### src/rtl/tlk2711_pkg.sv
// Shared TLK2711 link-test definitions: K/D code bytes, framing words and the
// frame-state encoding used by both the TX generator and the RX validation checker.
package tlk2711_pkg;

  localparam logic [7:0] K28_5 = 8'hBC;
  localparam logic [7:0] D5_6  = 8'hC5;
  localparam logic [7:0] K27_7 = 8'hFB;
  localparam logic [7:0] K28_2 = 8'h5C;
  localparam logic [7:0] K30_7 = 8'hFE;
  localparam logic [7:0] K29_7 = 8'hFD;

  localparam logic [15:0] HEAD_0    = 16'hEB90;
  localparam logic [15:0] HEAD_1    = 16'hE116;
  localparam logic [15:0] SYNC_WORD = {D5_6, K28_5};
  localparam logic [15:0] SOF_WORD  = {K28_2, K27_7};
  localparam logic [15:0] EOF_WORD  = {K29_7, K30_7};

  typedef enum logic [3:0] {
    FS_IDLE    = 4'd0,
    FS_SYNC    = 4'd1,
    FS_SOF     = 4'd2,
    FS_HOF0    = 4'd3,
    FS_HOF1    = 4'd4,
    FS_FILEEND = 4'd5,
    FS_FCNT    = 4'd6,
    FS_LEN     = 4'd7,
    FS_DATA    = 4'd8,
    FS_CHKSUM  = 4'd9,
    FS_EOF     = 4'd10
  } frame_state_e;

  // Plain-vector views of the enum so the state register can hold illegal codes
  localparam logic [3:0] ST_IDLE    = FS_IDLE;
  localparam logic [3:0] ST_SYNC    = FS_SYNC;
  localparam logic [3:0] ST_SOF     = FS_SOF;
  localparam logic [3:0] ST_HOF0    = FS_HOF0;
  localparam logic [3:0] ST_HOF1    = FS_HOF1;
  localparam logic [3:0] ST_FILEEND = FS_FILEEND;
  localparam logic [3:0] ST_FCNT    = FS_FCNT;
  localparam logic [3:0] ST_LEN     = FS_LEN;
  localparam logic [3:0] ST_DATA    = FS_DATA;
  localparam logic [3:0] ST_CHKSUM  = FS_CHKSUM;
  localparam logic [3:0] ST_EOF     = FS_EOF;

  typedef struct packed {
    logic        tkmsb;
    logic        tklsb;
    logic [15:0] txd;
  } tx_word_t;

  function automatic tx_word_t make_word(input logic tkmsb, input logic tklsb,
                                         input logic [15:0] txd);
    tx_word_t w;
    w.tkmsb = tkmsb;
    w.tklsb = tklsb;
    w.txd   = txd;
    return w;
  endfunction

endpackage

### src/rtl/tlk2711_tx_test_gen.sv
// TLK2711 TX test-mode frame generator: sync gap, SOF, headers, file-end flag,
// frame count, length, incrementing payload, checksum, EOF. All pins registered.
module tlk2711_tx_test_gen
  import tlk2711_pkg::*;
#(
  parameter int DATAWIDTH       = 16,
  parameter int SYNC_GAP        = 16,
  parameter int FRAMES_PER_FILE = 8
) (
  input  logic                 clk,
  input  logic                 rst,
  input  logic                 i_soft_rst,
  input  logic                 i_tx_start_test,
  input  logic [15:0]          i_tx_length,
  output logic                 o_2711_tkmsb,
  output logic                 o_2711_tklsb,
  output logic [DATAWIDTH-1:0] o_2711_txd,
  output logic                 o_busy,
  output logic                 o_frame_done,
  output logic [15:0]          o_frame_cnt
);

  localparam int GAP_W = (SYNC_GAP > 1) ? $clog2(SYNC_GAP) : 1;

  logic [3:0]       cs;
  logic [3:0]       ns;
  logic [GAP_W-1:0] gap_cnt;
  logic [14:0]      len_w;
  logic [15:0]      word_idx;
  logic [15:0]      sum;
  logic [15:0]      frame_cnt;

  logic     gap_last;
  logic     data_last;
  logic     last_frame;
  logic     busy_nxt;
  tx_word_t word_nxt;
  logic     unused_len_lsb;

  assign gap_last       = (gap_cnt == GAP_W'(SYNC_GAP - 1));
  assign data_last      = (word_idx == ({1'b0, len_w} - 16'd1));
  assign last_frame     = (frame_cnt == 16'(FRAMES_PER_FILE - 1));
  // Payload is counted in whole words, so an odd byte count simply rounds down
  assign unused_len_lsb = i_tx_length[0];
  assign o_frame_cnt    = frame_cnt;

  always_comb begin
    // NOTE: every output of this block gets a default first so no latch is inferred.
    ns       = cs;
    word_nxt = make_word(1'b0, 1'b1, SYNC_WORD);
    busy_nxt = 1'b0;
    case (cs)
      ST_IDLE: begin
        if (i_tx_start_test) ns = ST_SYNC;
      end
      ST_SYNC: begin
        if (gap_last) ns = i_tx_start_test ? ST_SOF : ST_IDLE;
      end
      ST_SOF: begin
        word_nxt = make_word(1'b1, 1'b1, SOF_WORD);
        busy_nxt = 1'b1;
        ns       = ST_HOF0;
      end
      ST_HOF0: begin
        word_nxt = make_word(1'b0, 1'b0, HEAD_0);
        busy_nxt = 1'b1;
        ns       = ST_HOF1;
      end
      ST_HOF1: begin
        word_nxt = make_word(1'b0, 1'b0, HEAD_1);
        busy_nxt = 1'b1;
        ns       = ST_FILEEND;
      end
      ST_FILEEND: begin
        word_nxt = make_word(1'b0, 1'b0, {15'd0, last_frame});
        busy_nxt = 1'b1;
        ns       = ST_FCNT;
      end
      ST_FCNT: begin
        word_nxt = make_word(1'b0, 1'b0, frame_cnt);
        busy_nxt = 1'b1;
        ns       = ST_LEN;
      end
      ST_LEN: begin
        word_nxt = make_word(1'b0, 1'b0, {len_w, 1'b0});
        busy_nxt = 1'b1;
        ns       = ST_DATA;
      end
      ST_DATA: begin
        word_nxt = make_word(1'b0, 1'b0, word_idx);
        busy_nxt = 1'b1;
        if (data_last) ns = ST_CHKSUM;
      end
      ST_CHKSUM: begin
        word_nxt = make_word(1'b0, 1'b0, sum);
        busy_nxt = 1'b1;
        ns       = ST_EOF;
      end
      ST_EOF: begin
        word_nxt = make_word(1'b1, 1'b1, EOF_WORD);
        busy_nxt = 1'b1;
        ns       = ST_SYNC;
      end
      default: ns = ST_IDLE;
    endcase
  end

  // NOTE: state and pin registers use non-blocking assignments so every flop samples pre-edge values.
  always_ff @(posedge clk or posedge rst) begin
    if (rst) begin
      cs           <= ST_IDLE;
      gap_cnt      <= '0;
      len_w        <= 15'd1;
      word_idx     <= '0;
      sum          <= '0;
      frame_cnt    <= '0;
      o_2711_tkmsb <= 1'b0;
      o_2711_tklsb <= 1'b1;
      o_2711_txd   <= SYNC_WORD;
      o_busy       <= 1'b0;
      o_frame_done <= 1'b0;
    end else if (i_soft_rst) begin
      cs           <= ST_IDLE;
      gap_cnt      <= '0;
      len_w        <= 15'd1;
      word_idx     <= '0;
      sum          <= '0;
      frame_cnt    <= '0;
      o_2711_tkmsb <= 1'b0;
      o_2711_tklsb <= 1'b1;
      o_2711_txd   <= SYNC_WORD;
      o_busy       <= 1'b0;
      o_frame_done <= 1'b0;
    end else begin
      cs      <= ns;
      gap_cnt <= (cs == ST_SYNC && !gap_last) ? gap_cnt + GAP_W'(1) : '0;

      // Length is captured once per frame; later changes wait for the next SOF
      if (cs == ST_SOF) begin
        len_w    <= (i_tx_length[15:1] == 15'd0) ? 15'd1 : i_tx_length[15:1];
        word_idx <= '0;
        sum      <= '0;
      end else if (cs == ST_DATA) begin
        word_idx <= word_idx + 16'd1;
        sum      <= sum + word_idx;
      end

      if (cs == ST_EOF) frame_cnt <= last_frame ? 16'd0 : frame_cnt + 16'd1;

      o_2711_tkmsb <= word_nxt.tkmsb;
      o_2711_tklsb <= word_nxt.tklsb;
      o_2711_txd   <= word_nxt.txd;
      o_busy       <= busy_nxt;
      o_frame_done <= (cs == ST_EOF);
    end
  end

endmodule
### config.mk
export PLATFORM = sky130hd
export DESIGN_NAME = tlk2711_tx_test_gen
export DESIGN_NICKNAME = d
export VERILOG_FILES = /design/src/rtl/tlk2711_pkg.sv /design/src/rtl/tlk2711_tx_test_gen.sv
export SDC_FILE = /design/constraint.sdc
export NUM_CORES = 1
export LEC_CHECK = 0
export ABC_AREA = 0
export BUFFER_PORTS_ARGS = -buffer_cell sky130_fd_sc_hd__buf_2
export CAP_MARGIN = 30
export CORE_ASPECT_RATIO = 1.75
export CORE_UTILIZATION = 40
export CTS_BUF_LIST = sky130_fd_sc_hd__clkbuf_16
export DETAILED_ROUTE_END_ITERATION = 7
export SYNTH_ARGS = -nofsm -noshare
export SYNTH_HDL_FRONTEND = slang
export SYNTH_SLANG_ARGS = --single-unit
### constraint.sdc
create_clock -name clk -period 7 [get_ports clk]
set_clock_uncertainty 0.15 [all_clocks]
set_input_delay 1.4 -clock clk [delete_from_list [all_inputs] [get_ports clk]]
set_output_delay 1.4 -clock clk [all_outputs]
set_load 0.005 [all_outputs]
# Word level (Yosys, flattened, before mapping)
# Index checks and enable logic that the tools add are counted.
dict set report op_classes {
  add_sub_neg 5
  n_eq_ne 16
  n_mux 27
  reduce_logical 9
}
# operator n
set op_table {}
lappend op_table {{18-bit case mux with 9 select lines} 1}
lappend op_table {{16-bit 2-to-1 mux} 10}
lappend op_table {{15-bit 2-to-1 mux} 3}
lappend op_table {{4-bit case mux with 11 select lines} 1}
lappend op_table {{16-bit by 1-bit adder with 16-bit output (second input constant)} 2}
lappend op_table {{4-bit 2-to-1 mux} 6}
lappend op_table {{16-bit adder} 1}
lappend op_table {{16-bit equality test} 1}
lappend op_table {{16-bit by 3-bit equality test with 1-bit output (second input constant)} 1}
lappend op_table {{4-bit by 3-bit equality test with 1-bit output (second input constant)} 4}
lappend op_table {{4-bit equality test (second input constant)} 4}
lappend op_table {{15-bit by 1-bit subtractor with 16-bit output (second input constant)} 1}
lappend op_table {{15-bit logical NOT} 1}
lappend op_table {{3-bit inequality test (second input constant)} 3}
lappend op_table {{9-bit OR reduction} 1}
lappend op_table {{4-bit by 2-bit equality test with 1-bit output (second input constant)} 2}
lappend op_table {{1-bit 2-to-1 mux} 5}
lappend op_table {{4-bit by 1-bit adder with 4-bit output (second input constant)} 1}
lappend op_table {{4-bit by 1-bit equality test with 1-bit output (second input constant)} 1}
lappend op_table {{4-bit logical NOT} 1}
lappend op_table {{2-bit nonzero test} 2}
lappend op_table {{3-bit AND reduction} 1}
lappend op_table {{3-bit nonzero test} 1}
lappend op_table {{2-bit 2-to-1 mux} 1}
lappend op_table {{other kinds (2)} 2}
dict set report word_totals {
  regBits 91
  inputBits 20
  output_inout_bits 36
  elab_cells 68
}

# Logic depth before layout (Yosys ltp)
# Gate-level depths: netlist of run 1.
dict set report logic_depth {
  depth_word 5
  ltp_mapped 10
  mapped_depth_nobuf 9
}

# Worst setup path after synthesis of run 1
# No wires, ideal clock.
dict set report synth_timing {
  kind {input port to flip-flop}
  from {input i_soft_rst}
  to {register frame_cnt[12], in the netlist o_frame_cnt[12]}
  setup_time_ns 0.110
  arrival_ns 2.563
  required_time_ns 6.740
  setup_slack_ns 4.177
  cell_stages 6
  path_buffers 3
  path_cell_list {buf_6 > nor4_1 > nand2_1 > clkbuf_1 > clkbuf_1 > o41ai_1}
}
dict set report synth_via {
  elab_chain_cells 1
  word_cells_on_any_way 2
  cone_classes {mux (1); reduce/logical (1)}
}
# item line
set synth_rtl {}
lappend synth_rtl {{start, declared} tlk2711_tx_test_gen.sv:12} ;# input logic i_soft_rst,
lappend synth_rtl {{16-bit 2-to-1 mux or 2-bit nonzero test (tied branches)} -}
lappend synth_rtl {{end signal, assigned} tlk2711_tx_test_gen.sv:148} ;# if (cs == ST_EOF) frame_cnt <= last_frame ? 16'd0 : frame_cnt + 16'd1;
lappend synth_rtl {{end, declared} tlk2711_tx_test_gen.sv:31} ;# logic [15:0] frame_cnt;
# Parallel ways exist; a longest one is shown, timed or not.
# A chain may end at the register's enable or synchronous reset.

# Worst setup path in the final report of run 1
dict set report layout_timing {
  from {register cs[3]}
  to {register sum[15]}
}
dict set report layout_via {
  elab_chain_cells 3
  word_cells_on_any_way 5
  cone_classes {eq/ne (2); mux (2); reduce/logical (1)}
}
# item line
set layout_rtl {}
lappend layout_rtl {{start, declared} tlk2711_tx_test_gen.sv:25} ;# logic [3:0] cs;
lappend layout_rtl {{start signal, assigned} tlk2711_tx_test_gen.sv:135} ;# cs <= ns;
lappend layout_rtl {{4-bit by 2-bit equality test with 1-bit output} tlk2711_tx_test_gen.sv:139} ;# if (cs == ST_SOF) begin
lappend layout_rtl {{16-bit 2-to-1 mux} tlk2711_tx_test_gen.sv:139}
lappend layout_rtl {{16-bit 2-to-1 mux} tlk2711_tx_test_gen.sv:122} ;# end else if (i_soft_rst) begin
lappend layout_rtl {{end signal, assigned} tlk2711_tx_test_gen.sv:145} ;# sum <= sum + word_idx;
lappend layout_rtl {{end, declared} tlk2711_tx_test_gen.sv:30} ;# logic [15:0] sum;
# Parallel ways exist; a longest one is shown, timed or not.

==> out/results.ini, run 1 <==
[worst_setup_path]
cp_max_fo=22
cp-start-kind=flop
path_buf_inv=1
cp_num_cells=7
cp_data_arrival_time_ns=3.48
critPathTopFamily=simple AND/OR/NAND/NOR gates
path_cells=inv_2, nor3_2, nand2_1, or3_1, or3_1, a31o_1, a21oi_1
worst-setup-path-type=reg2reg
r2r_cells=7
end_kind=flop
crit_top_cell=or3_1
crit_path_max_incr_delay_ns=0.78
slowest_stage=dfrtp_1
cp.required_ns=7.12

[finish]
diodes=0
drive_gt1_frac=0.1472
final_cell_area_sq_mm=0.006462
area_growth_pct=12.19
final_nets=728

[global_routing]
grt_max_degree=49
antenna_found_initial=0
first_global_vias=5129
grt-ovfl-total=0
grt_pass1_wl_um=27050
grt_usage=0.2329

[timing]
slew_viol_final=0
fin_tns_setup_ns=0
worstMarginPinSlew_ns=0.8720
hold_viol=0
period_needed_ns=3.355
grt_setup_unrepaired=false
fin_crit_sh=0.4793
fin_ws_ns=3.645
slew_headroom=0.4165
max_freq_mhz=298.0
finalSetupViolCount=0

[hold_path]
whs_path_depth=1
holdCritPathClass=reg2reg

[detailed_routing]
drc=0
wire_per_inst_um=19.33
vias=5246
wl_um=16820
drt_iter0_markers=372
drtPass1Iterations=6
vias_per_cell=6.030
postRouteAntennaNets=0

[synthesis]
synth_most_common_cell=dfrtp_1
yosys.area.top_type_share=0.3475
synth_edf_count=0
synthTopCellsByArea=dfrtp_1 (35%), dfstp_2 (5.0%), nor2_1 (4.6%)
syn_nets=699
synth_seq_cells=91
yosysWarnings=0
synth-main-ff-cell=dfrtp_1
ys_top_cells_by_count=dfrtp_1 (80), nor2_1 (71), nand2_1 (60)
syn_avg_cell_area_sq_um=8.741
syn_area_sq_mm=0.005761
synthCells=659
ys_seq_area_frac=0.3977
synth_cell_type_count=67
yosys.area.top_type=dfrtp_1
async_flop_share=1.000

[cts]
postCtsSetupRepairBufs=0
cts-root-buf=clkbuf_16
numCtsBuffers=9
clockBufferDepth=2
post_cts_resized=0
cts_sinks=91
clkTransAtPathRegs_ns=0.07
tritoncts=yes
h-tree-depth=3
clk_latency_ns=0.35
cts_hold_buf=0

[floorplan]
fp.coreArea_sq_mm=0.01398
die_area_sq_mm=0.01490
start_util=0.4121
fp.dieW_um=92.72
fp.dieH_um=160.8
pin_count=56
rows=57

[placed_design]
numPortBuffers=54
pre_cts_ws_ns=3.478
dpl_cell_area_sq_mm=0.006132
dp_hpwl_um=12570
globalplace.congestion=0.9063

[power]
power_density_mw_per_mm2=214.7
vdd_ir_drop_max_uv=107.1
leakagePower_uw=0.002806

[status]
outcome=complete, no violations

[run]
cap_violations=0

final cells by class:
type | count | area (sq um)
fill | 1342 | 7516
multi-input combinational | 507 | 3231
sequential | 91 | 2292
timing repair buffer | 60 | 315.3
clock buffer | 9 | 225.2
tap | 177 | 221.5
clock inverter | 7 | 105.1
inverter | 19 | 72.57
path summary, 6_finish.rpt:
check | slack [ns] | to | startpoint
worst min-delay path | 0.32 | gap_cnt[0] | gap_cnt[0]
min in group asynchronous | 1.01 | o_frame_cnt[6] | rst
worst max-delay path | 3.64 | sum[15] | cs[3]
worst min register to register | 0.32 | gap_cnt[0] | gap_cnt[0]
worst max register to register | 3.64 | sum[15] | cs[3]
max in group asynchronous | 4.59 | word_idx[2] | rst
logic make-up (layout without fill, tap and decap cells):
family / after synthesis / in the layout / share of synthesized area
XOR/XNOR: 43 / 43 / 0.06538
adder cells (fa/ha/maj): 20 / 20 / 0.04474
multiplexers: 24 / 24 / 0.04235
AND/OR/NAND/NOR: 240 / 240 / 0.2113
buffers and inverters: 61 / 95 / 0.04300
AO/OA/AOI/OAI: 180 / 180 / 0.1955
flip-flops: 91 / 91 / 0.3977
report_power, final:
part / switching, uW / internal (uW) / total, uW / leakage [uW]
logic: 173 / 93.9 / 267 / 0.00142
registers: 26.8 / 547 / 574 / 0.00123
clock network: 228 / 320 / 547 / 0.000159
total: 427 / 960 / 1390 / 0.00281
sequential cells by signal, summed over array words and instances, names as in the netlist:
register      cells
o_2711_txd       16
word_idx         16
cs                4
o_busy            1
gap_cnt           4
o_2711_tklsb      1
o_frame_done      1
sum              16
o_2711_tkmsb      1
o_frame_cnt      16
len_w            15
cell usage in the layout (no fill, tap or decap), drive strengths merged, types with 4 or more instances in the layout:
cell type  count
mux2i         21
dfrtp         80
xnor2         29
ha            19
nand4         12
a21o           4
o221ai         6
dfstp         11
and3          11
nor2          71
nand2         60
inv           22
nor4          13
a211oi         8
clkbuf         9
a21oi         52
buf           60
a22o          10
xor2          14
o21ai         53
nand3         20
o31ai          4
a31oi          8
or3            7
nor2b          5
nor3          12
nor4b          4
nand2b         6
and4           4
per-layer routing:
metal	GRT usage	wire length, um	vias up	share of wire
met1	0.2574	6383	2560	0.38
met3	0.03220	656	52	0.039
met5	0	0	-	0
met4	0.1224	779	0	0.046
met2	0.4239	8997	190	0.53
li1	-	-	2444	-
metrics by stage:
stage / hold WS (ns) / total power, uW / util / std cells
CTS: 0.3170 / 1391 / 0.4623 / 870
finish: 0.3187 / 1388 / 0.4623 / 870
global placement: 0.2973 / 842.1 / 0.4387 / 854
global route: 0.3301 / 1442 / 0.4623 / 870
floorplan: 0.2831 / 772.5 / - / 659
detailed placement: 0.3040 / 847.7 / 0.4387 / 854
Power figures use the tool's default switching activity.
==> run 2: changes to the inputs <==
==> constraint.sdc (replaced) <==
create_clock -name clk -period 2.9 [get_ports clk]
set_clock_uncertainty 0.15 [all_clocks]
set_input_delay 0.58 -clock clk [delete_from_list [all_inputs] [get_ports clk]]
set_output_delay 0.58 -clock clk [all_outputs]
set_load 0.005 [all_outputs]
==> run 2 against run 1 <==
Global-route usage up 1.5 points. Setup slack lost 3.5 ns. Critical path depth rose by 1. First-iteration DRC count down 31%. Critical path type unchanged. Largest cell class unchanged. Largest power group unchanged.
==> out/results.ini, run 2 (synthesized netlist as in run 1, its figures left out) <==
[timing]
period_needed_ns=2.733
fin_crit_sh=0.9423
fin_tns_setup_ns=0
hold_viol=0
slew_viol_final=0
grt_setup_unrepaired=false
slew_headroom=0.5606
max_freq_mhz=365.9
finalSetupViolCount=0
worstMarginPinSlew_ns=0.6548

[worst_setup_path]
end_kind=flop
cp_data_arrival_time_ns=2.86
cp_max_fo=6
cp.required_ns=3.02
cp-start-kind=flop
worst-setup-path-type=reg2reg

[cts]
post_cts_resized=0
cts_sinks=91
clkTransAtPathRegs_ns=0.07
clk_latency_ns=0.35
postCtsSetupRepairBufs=0
tritoncts=yes
clockBufferDepth=2
h-tree-depth=3
cts-root-buf=clkbuf_16
numCtsBuffers=9
cts_hold_buf=0

[global_routing]
grt-ovfl-total=0
grt_pass1_wl_um=28680
first_global_vias=5481
grt_max_degree=50
grt_usage=0.2483
antenna_found_initial=0

[floorplan]
pin_count=56
fp.dieW_um=92.72
rows=57
start_util=0.4121
fp.dieH_um=160.8
die_area_sq_mm=0.01490
fp.coreArea_sq_mm=0.01398

[finish]
area_growth_pct=16.31
post-route-util=0.4793
drive_gt1_frac=0.1896
final_cell_area_sq_mm=0.006700
mostFrequentLayoutCell=dfrtp_1
final_nets=763
final_cell_mix=dfrtp_1 (79), nor2_1 (70), nand2_1 (60), buf_2 (54), a21oi_1 (51)
diodes=0

[power]
p_switching_uw=1018
swShare=0.3174
intPower_uw=2189
leakagePower_uw=0.002963
power_density_mw_per_mm2=478.6
power_frac_seq=0.435
vdd_ir_drop_max_uv=260.8
p_comb_frac=0.220
power.share.clock=0.345

[placed_design]
globalplace.congestion=0.9381
numPortBuffers=54
dpl_cell_area_sq_mm=0.006410
dp_hpwl_um=13630

[hold_path]
holdCritPathClass=in2async

[run]
cap_violations=0

[status]
outcome=complete, no violations

[detailed_routing]
vias_per_cell=5.933
drt_iter0_markers=258
wl_um=17620
wire_per_inst_um=19.47
drtPass1Iterations=4
drc=0
postRouteAntennaNets=0
vias=5369

[run 2: final cells by class]
cell class | count | area, sq um
flip-flops and latches | 91 | 2292
repair buffers | 95 | 590.6
clock buffers | 9 | 225.2
fillers | 1350 | 7278
inverters | 19 | 75.07
multi-input cells | 507 | 3244
well taps | 177 | 221.5
clock inverters | 7 | 51.30
[run 2: final timing paths]
kind,depth (start not counted),from,slack (ns),to
worst max-delay path,8,word_idx[5],0.17,sum[15]
worst min-delay path,2,rst,0.009,gap_cnt[0]
worst max register to register,8,word_idx[5],0.17,sum[15]
worst min register to register,1,gap_cnt[0],0.32,gap_cnt[0]
max in group asynchronous,3,rst,1.87,o_2711_txd[10]
min in group clk,2,i_tx_length[4],0.31,len_w[3]
[run 2: through the flow]
| stage | hold slack (ns) | power, uW | setup slack, ns | std cells |
|---|---|---|---|---|
| final | 0.009049 | 3206 | 0.1673 | 905 |
| after global placement | 0.2983 | 2108 | 0.1005 | 889 |
| after floorplan | 0.2831 | 1865 | 0.2664 | 659 |
| after detailed placement | 0.3161 | 2117 | 0.08791 | 889 |
| after global routing | 0.01007 | 3347 | 0.03890 | 905 |
| after CTS | 0.009303 | 3224 | 0.05320 | 905 |
[run 2: layer usage]
| metal | vias to the layer above | share of wire | track usage | wire length (um) |
|---|---|---|---|---|
| met2 | 181 | 0.53 | 0.4579 | 9392 |
| met4 | 0 | 0.060 | 0.1503 | 1062 |
| met1 | 2607 | 0.37 | 0.2564 | 6534 |
| met5 | - | 0 | 0 | 0 |
| li1 | 2518 | - | - | - |
| met3 | 63 | 0.036 | 0.04119 | 634 |
[run 2: power by group through the flow]
| stage | combinational (uW) | sequential (uW) | clock [uW] |
|---|---|---|---|
| after detailed placement | 702 | 1410 | 0 |
| after global placement | 694 | 1410 | 0 |
| after global routing | 766 | 1400 | 1180 |
| final | 706 | 1390 | 1110 |
| after floorplan | 489 | 1380 | 0 |
| after CTS | 702 | 1390 | 1130 |
[run 2: critical path: stages, from the launching register on]
cell and delay [ns]:
dfrtp_1 0.46, ha_1 0.40, o21ai_0 0.12, a221oi_1 0.30, a211oi_1 0.12, nor4b_1 0.55, o2111ai_1 0.20, a31o_1 0.24
a21oi_1 0.11
